===== src/rtl/dcache_model_pkg.sv =====
// Shared types and helpers for the data-cache responder model.
// Holds the FSM state encoding, request size codes, the store-log entry
// layout and the big-endian byte-lane merge used when committing stores.
package dcache_model_pkg;

  typedef enum logic [1:0] {
    IDLE = 2'd0,
    WAIT = 2'd1,
    RESP = 2'd2
  } dc_state_e;

  localparam logic [1:0] SZ_BYTE  = 2'b00;
  localparam logic [1:0] SZ_HALF  = 2'b01;
  localparam logic [1:0] SZ_WORD  = 2'b10;
  localparam logic [1:0] SZ_WORD2 = 2'b11;

  localparam int LOG_W = 64;

  typedef struct packed {
    logic [31:0] addr;
    logic [31:0] data;
  } log_entry_t;

  // Lane 0 is bits 31:24 (SPARC big-endian). Byte data comes from new_w[7:0],
  // half data from new_w[15:0]; a misaligned half or word aligns down.
  function automatic logic [31:0] byte_merge(input logic [31:0] old_w,
                                             input logic [31:0] new_w,
                                             input logic [1:0]  size,
                                             input logic [1:0]  addr1_0);
    logic [31:0] mask;
    logic [31:0] data;
    case (size)
      SZ_BYTE: begin
        mask = 32'hFF00_0000 >> {addr1_0, 3'b000};
        data = {4{new_w[7:0]}};
      end
      SZ_HALF: begin
        mask = addr1_0[1] ? 32'h0000_FFFF : 32'hFFFF_0000;
        data = {2{new_w[15:0]}};
      end
      default: begin
        mask = 32'hFFFF_FFFF;
        data = new_w;
      end
    endcase
    return (old_w & ~mask) | (data & mask);
  endfunction

endpackage


===== src/rtl/dc_store_log_fifo.sv =====
// Synchronous store-log FIFO. Push while full drops the entry and sets a
// sticky overflow flag; a push and pop together while full both take effect.
// Pop while empty is ignored. Storage is not reset, only pointers and flags.
module dc_store_log_fifo
  import dcache_model_pkg::*;
#(
  parameter int DEPTH = 8
) (
  input  logic             clk,
  input  logic             rst,
  input  logic             i_push,
  input  logic [LOG_W-1:0] i_data,
  input  logic             i_pop,
  output logic             o_valid,
  output logic [LOG_W-1:0] o_data,
  output logic             o_ovf
);

  localparam int PW = (DEPTH > 1) ? $clog2(DEPTH) : 1;

  logic [LOG_W-1:0] r_buf [DEPTH];
  logic [PW-1:0]    r_wp;
  logic [PW-1:0]    r_rp;
  logic [PW:0]      r_cnt;
  logic             r_ovf;

  logic w_full;
  logic w_empty;
  logic w_do_pop;
  logic w_do_push;

  assign w_full    = (r_cnt == (PW+1)'(DEPTH));
  assign w_empty   = (r_cnt == '0);
  assign w_do_pop  = i_pop & ~w_empty;
  assign w_do_push = i_push & (~w_full | w_do_pop);

  assign o_valid = ~w_empty;
  assign o_data  = r_buf[r_rp];
  assign o_ovf   = r_ovf;

  // Pointer, occupancy and sticky overflow bookkeeping.
  always_ff @(posedge clk) begin
    if (rst) begin
      r_wp  <= '0;
      r_rp  <= '0;
      r_cnt <= '0;
      r_ovf <= 1'b0;
    end else begin
      if (w_do_push) r_wp <= (r_wp == PW'(DEPTH-1)) ? '0 : r_wp + 1'b1;
      if (w_do_pop)  r_rp <= (r_rp == PW'(DEPTH-1)) ? '0 : r_rp + 1'b1;
      case ({w_do_push, w_do_pop})
        2'b10:   r_cnt <= r_cnt + 1'b1;
        2'b01:   r_cnt <= r_cnt - 1'b1;
        default: r_cnt <= r_cnt;
      endcase
      if (i_push & w_full & ~w_do_pop) r_ovf <= 1'b1;
    end
  end

  // Entry storage write.
  always_ff @(posedge clk) begin
    if (w_do_push) r_buf[r_wp] <= i_data;
  end

endmodule


===== config.mk =====
export PLATFORM = sky130hd
export DESIGN_NAME = dc_store_log_fifo
export DESIGN_NICKNAME = d
export VERILOG_FILES = /design/src/rtl/dcache_model_pkg.sv /design/src/rtl/dc_store_log_fifo.sv
export SDC_FILE = /design/constraint.sdc
export NUM_CORES = 1
export LEC_CHECK = 0
export CAP_MARGIN = 20
export CORE_MARGIN = 4
export CORE_UTILIZATION = 51
export DETAILED_ROUTE_END_ITERATION = 8
export GPL_TIMING_DRIVEN = 0
export PLACE_DENSITY = 0.69
export SLEW_MARGIN = 25
export SYNTH_ARGS = -nofsm -noshare
export SYNTH_HDL_FRONTEND = slang
export SYNTH_SLANG_ARGS = --single-unit

===== constraint.sdc =====
create_clock -name clk -period 8.4 [get_ports clk]
set_input_delay 1.26 -clock clk [delete_from_list [all_inputs] [get_ports clk]]
set_output_delay 1.26 -clock clk [all_outputs]
set_load 0.02 [all_outputs]

* After elaboration in Yosys (flattened, before gate mapping) *
Memory sizes are Yosys's and may differ from the RTL's. A register that Yosys moved wholly into a read port is not among the register bits.
Index checks and enable logic that the tools add are counted.

storage, ports and cells
  register bits after elaboration = 11
  memory bits (writable) = 512
  logic and storage cells = 31
  memories = 1

memory list
  name   words  bits a word  rd ports  clocked after memory_dff  write ports  line                     RTL
  r_buf  8      64           1         1                         1            dc_store_log_fifo.sv:21  logic [LOG_W-1:0] r_buf [DEPTH];

operators by class
  $add $sub $neg = 4
  eq/ne operators = 5
  multiplexer cells = 7
  bitwise logic cells = 8
  reductions and logical operators = 2

operators with widths
  kind                                                                 number
  3-bit two-way mux                                                    4
  4-bit case mux with 2 select lines                                   1
  3-bit by 1-bit adder with 3-bit output (second input constant)       2
  3-bit == test (second input constant)                                2
  4-bit by 1-bit adder with 4-bit output (second input constant)       1
  1-bit AND                                                            4
  4-bit == test (second input constant)                                1
  4-bit zero test                                                      1
  4-bit by 1-bit subtractor with 4-bit output (second input constant)  1
  1-bit inverter                                                       3
  2-bit by 1-bit == test with 1-bit output (second input constant)     1
  2-bit == test (second input constant)                                1
  1-bit two-way mux                                                    2
  2-bit nonzero test                                                   1
  1-bit OR                                                             1

* Longest topological paths before layout *
  depth in word-level cells = 7
  gate-level depth with buffers = 10

* Least setup slack after synthesis *
No wires, ideal clock.

  path type = input to register
  start point = input i_pop
  end point = memory r_buf[0][0] (enable)
  library setup time = 0.644 ns
  arrival time = 7.869 ns
  data required time = 7.756 ns
  setup slack = -0.112 ns
  cell stages on the path = 5
  cells stage by stage = buf_4 > inv_1 > a31o_2 > buf_6 > nor4_1

between the ends
  cells in the longest elaborated chain, start to end = 5

RTL lines
  element                                  line                     RTL
  start, declared                          dc_store_log_fifo.sv:13  input logic i_pop,
  1-bit AND                                dc_store_log_fifo.sv:34  assign w_do_pop = i_pop & ~w_empty;
  1-bit OR                                 dc_store_log_fifo.sv:35  assign w_do_push = i_push & (~w_full | w_do_pop);
  1-bit AND                                dc_store_log_fifo.sv:35
  1-bit two-way mux                        dc_store_log_fifo.sv:62  if (w_do_push) r_buf[r_wp] <= i_data;
  1-bit two-way mux (not written as such)  dc_store_log_fifo.sv:62
  end, declared                            dc_store_log_fifo.sv:21

No other way between the ends.

==> results.toml <==
[layout]
nFillCells = 2668
final_area_um2 = 24300
layout_common_cells = "512 x edfxtp_1, 131 x clkdlybuf4s50_1, 128 x mux4_2"
multiInputGateArea_um2 = 4160
drive_above_1_share = 0.318
seq_area_um2 = 15700
syn_to_final_growth_pct = 21.7
mostFrequentLayoutCell = "edfxtp_1"
fin_nets = 1154
fin_util = 0.628

[clock_tree]
post_cts_resized = 0
clk_pin_slew_ns = 0.06
cts_root_buffer = "clkbuf_16"
insertion_delay_ns = 0.56
cts_tree = "yes"
cts_setup_buffers = 0
hold_buffers = 0
cts_buffers = 51
h-tree-depth = 2
cts.sinks = 526
clock_path_buffers = 3

[worst_setup_path]
r2r-start = "r_cnt[0]"
end_kind = "primary output"
max_stage_delay_ns = 0.66
startpoint_type = "flip-flop"
cp_common_cell = "clkbuf_1"
worst_r2r_path_depth = 9
cp.arrival_ns = 3.41
critPathBufInv = 3
crit_fanout = 10
r2r_slack_ns = 5.29
crit_slowest_cell = "clkbuf_1"
r2r-end = "r_buf[4][38]"
path_depth = 5
critPathTopFamily = "buffers and inverters"
crit_chain = "clkbuf_1, clkbuf_1, mux4_2, mux2_2, clkdlybuf4s50_1"
required_ns = 7.14
timing_worst_setup_path_type = "reg2out"

[global_route]
antenna_found_initial = 2
grt_pass1_wl_um = 59900
grt-ovfl-total = 0
grt_max_degree = 14
grt_pass1_vias = 9547
grt_use_total = 0.189

[logic_synthesis]
synthFlopType = "edfxtp_1"
synth_seq_cells = 526
avgSynthCellArea_um2 = 24.0
yosysWarnings = 0
synth-seq-area-share = 0.783
netlist_area_um2 = 20000
synth_enable_flop_cells = 512
synth_async_sr_flop_share = 0
ys_types = 43
syn_nets = 906
synth_cells = 833

[floorplanning]
dieWidth_um = 206
initial_core_util = 0.516
die_h_um = 206
core-area_um2 = 38700
num_rows = 72
io_pins = 134
die_area_um2 = 42400

[route]
drtAntennaViolNets = 0
viasPerCell = 5.63
drt_iter0_markers = 712
top_layer = "met5"
met3_length_um = 2140
drc_errors = 0
met2WireLength_um = 19300
vias = 9235
drt_wl_total_um = 39600
wl_met1_um = 17500
firstDrtPassIters = 5
wl_per_cell_um = 24.1

[timing]
relSlewSlack = 0.436
hold_viol = 0
drv_slew = 0
tns_ns = 0
hold_slack_ns = 0.486
fin_crit_sh = 0.556
min_period_ns = 4.67
tightest_slew_ns = 0.845
setup_viol = 0
rsz0062_at_grt = "false"
fmax_ghz = 0.214
fin_skew_ns = 0.0109

[power_and_ir_drop]
p_total_uw = 6560
leakagePower_uw = 0.00768
peakVddDrop_mv = 0.153
pwr_density_cell_nw_per_um2 = 269

[hold_path]
min_path_type = "reg2reg"
min_from = "o_ovf"
hold_depth = 2
holdPathEnd = "o_ovf"

[outcome]
status = "finished clean"

[place]
hpwlAfterDp_um = 25700
portBuffers = 131
routabilityCongestion = 0.715
placedInstanceArea_um2 = 22800

[flow_run]
drv_cap = 0
==> synth_stat cells (2+ instances only) <==
library cell | n | area (µm²)
edfxtp_1 | 512 | 15400
mux4_2 | 128 | 2880
mux2_2 | 65 | 732
clkbuf_1 | 22 | 82.6
dfxtp_1 | 14 | 280
buf_2 | 12 | 60.1
nor2_1 | 10 | 37.5
nand2_1 | 9 | 33.8
nor3_1 | 6 | 30.0
a21oi_1 | 5 | 25.0
ha_1 | 5 | 62.6
buf_6 | 4 | 45.0
buf_4 | 3 | 22.5
inv_1 | 3 | 11.3
nand2b_1 | 3 | 18.8
xnor2_1 | 3 | 26.3
mux2i_1 | 2 | 20.0
or3_1 | 2 | 12.5
==> stage by stage <==
stage,instances,worst slack (ns)
finish,1641,3.73
global route,1640,3.53
CTS,1640,3.68
detailed placement,1546,4.32
global placement,1482,-3.45
floorplan,833,1.36
==> area by class of cell <==
| cell class | count | area share |
|---|---|---|
| Multi-Input combinational cell | 261 | 0.171 |
| Antenna cell | 1 | 0.000103 |
| Tap cell | 518 | 0.0266 |
| Clock buffer | 75 | 0.0587 |
| Inverter | 3 | 0.000463 |
| Buffer | 43 | 0.00936 |
| Sequential cell | 526 | 0.643 |
| Timing Repair Buffer | 195 | 0.0860 |
| Clock inverter | 19 | 0.00442 |
==> cell families (layout without fill, tap and decap cells) <==
kind of cell | Yosys count | in the layout | share of synthesized area
mux | 195 | 195 | 0.182
xor+xnor | 4 | 4 | 0.00175
compound gates | 16 | 16 | 0.00638
other cells | 0 | 1 | 0
flops | 526 | 526 | 0.783
simple gates | 41 | 41 | 0.0120
buf+inv | 46 | 335 | 0.0120
fa+ha+maj | 5 | 5 | 0.00313
==> registers in the layout, indices dropped and copies added (netlist names), named ones only <==
name	count
o_ovf	1
r_buf	512
r_cnt	4
r_rp	3
r_wp	3
==> layer usage <==
metal  vias to the layer above  track usage
li1                       4059            -
met1                      4868        0.282
met2                       253        0.300
met3                        53       0.0356
met4                         2       0.0402
met5                         -            0
==> worst max path at each step <==
stage | start | endpoint | slack [ns]
finish | flip-flop | o_data[43] | 3.73
global route | flip-flop | o_data[43] | 3.53
CTS | flip-flop | o_data[43] | 3.68
detailed placement | flip-flop | o_data[43] | 4.32
global placement | i_pop | r_buf[4][53] | -3.45
floorplan | i_pop | r_buf[4][0] | 1.36
==> worst reg2reg max path: cells and delay by family, from the launching register on <==
family                 cells  cell delay [ns]
AO/OA/AOI/OAI              1             0.28
buffers and inverters      5             1.01
flip-flops                 1             0.46
AND/OR/NAND/NOR            3             1.06
==> power by group <==
part	leakage (µW)	internal, µW	switching (µW)
Sequential	0.00476	2970	24.4
Combinational	0.00218	763	696
Clock	0.000744	1200	902
Total	0.00768	4930	1620
Power figures use the tool's default switching activity.
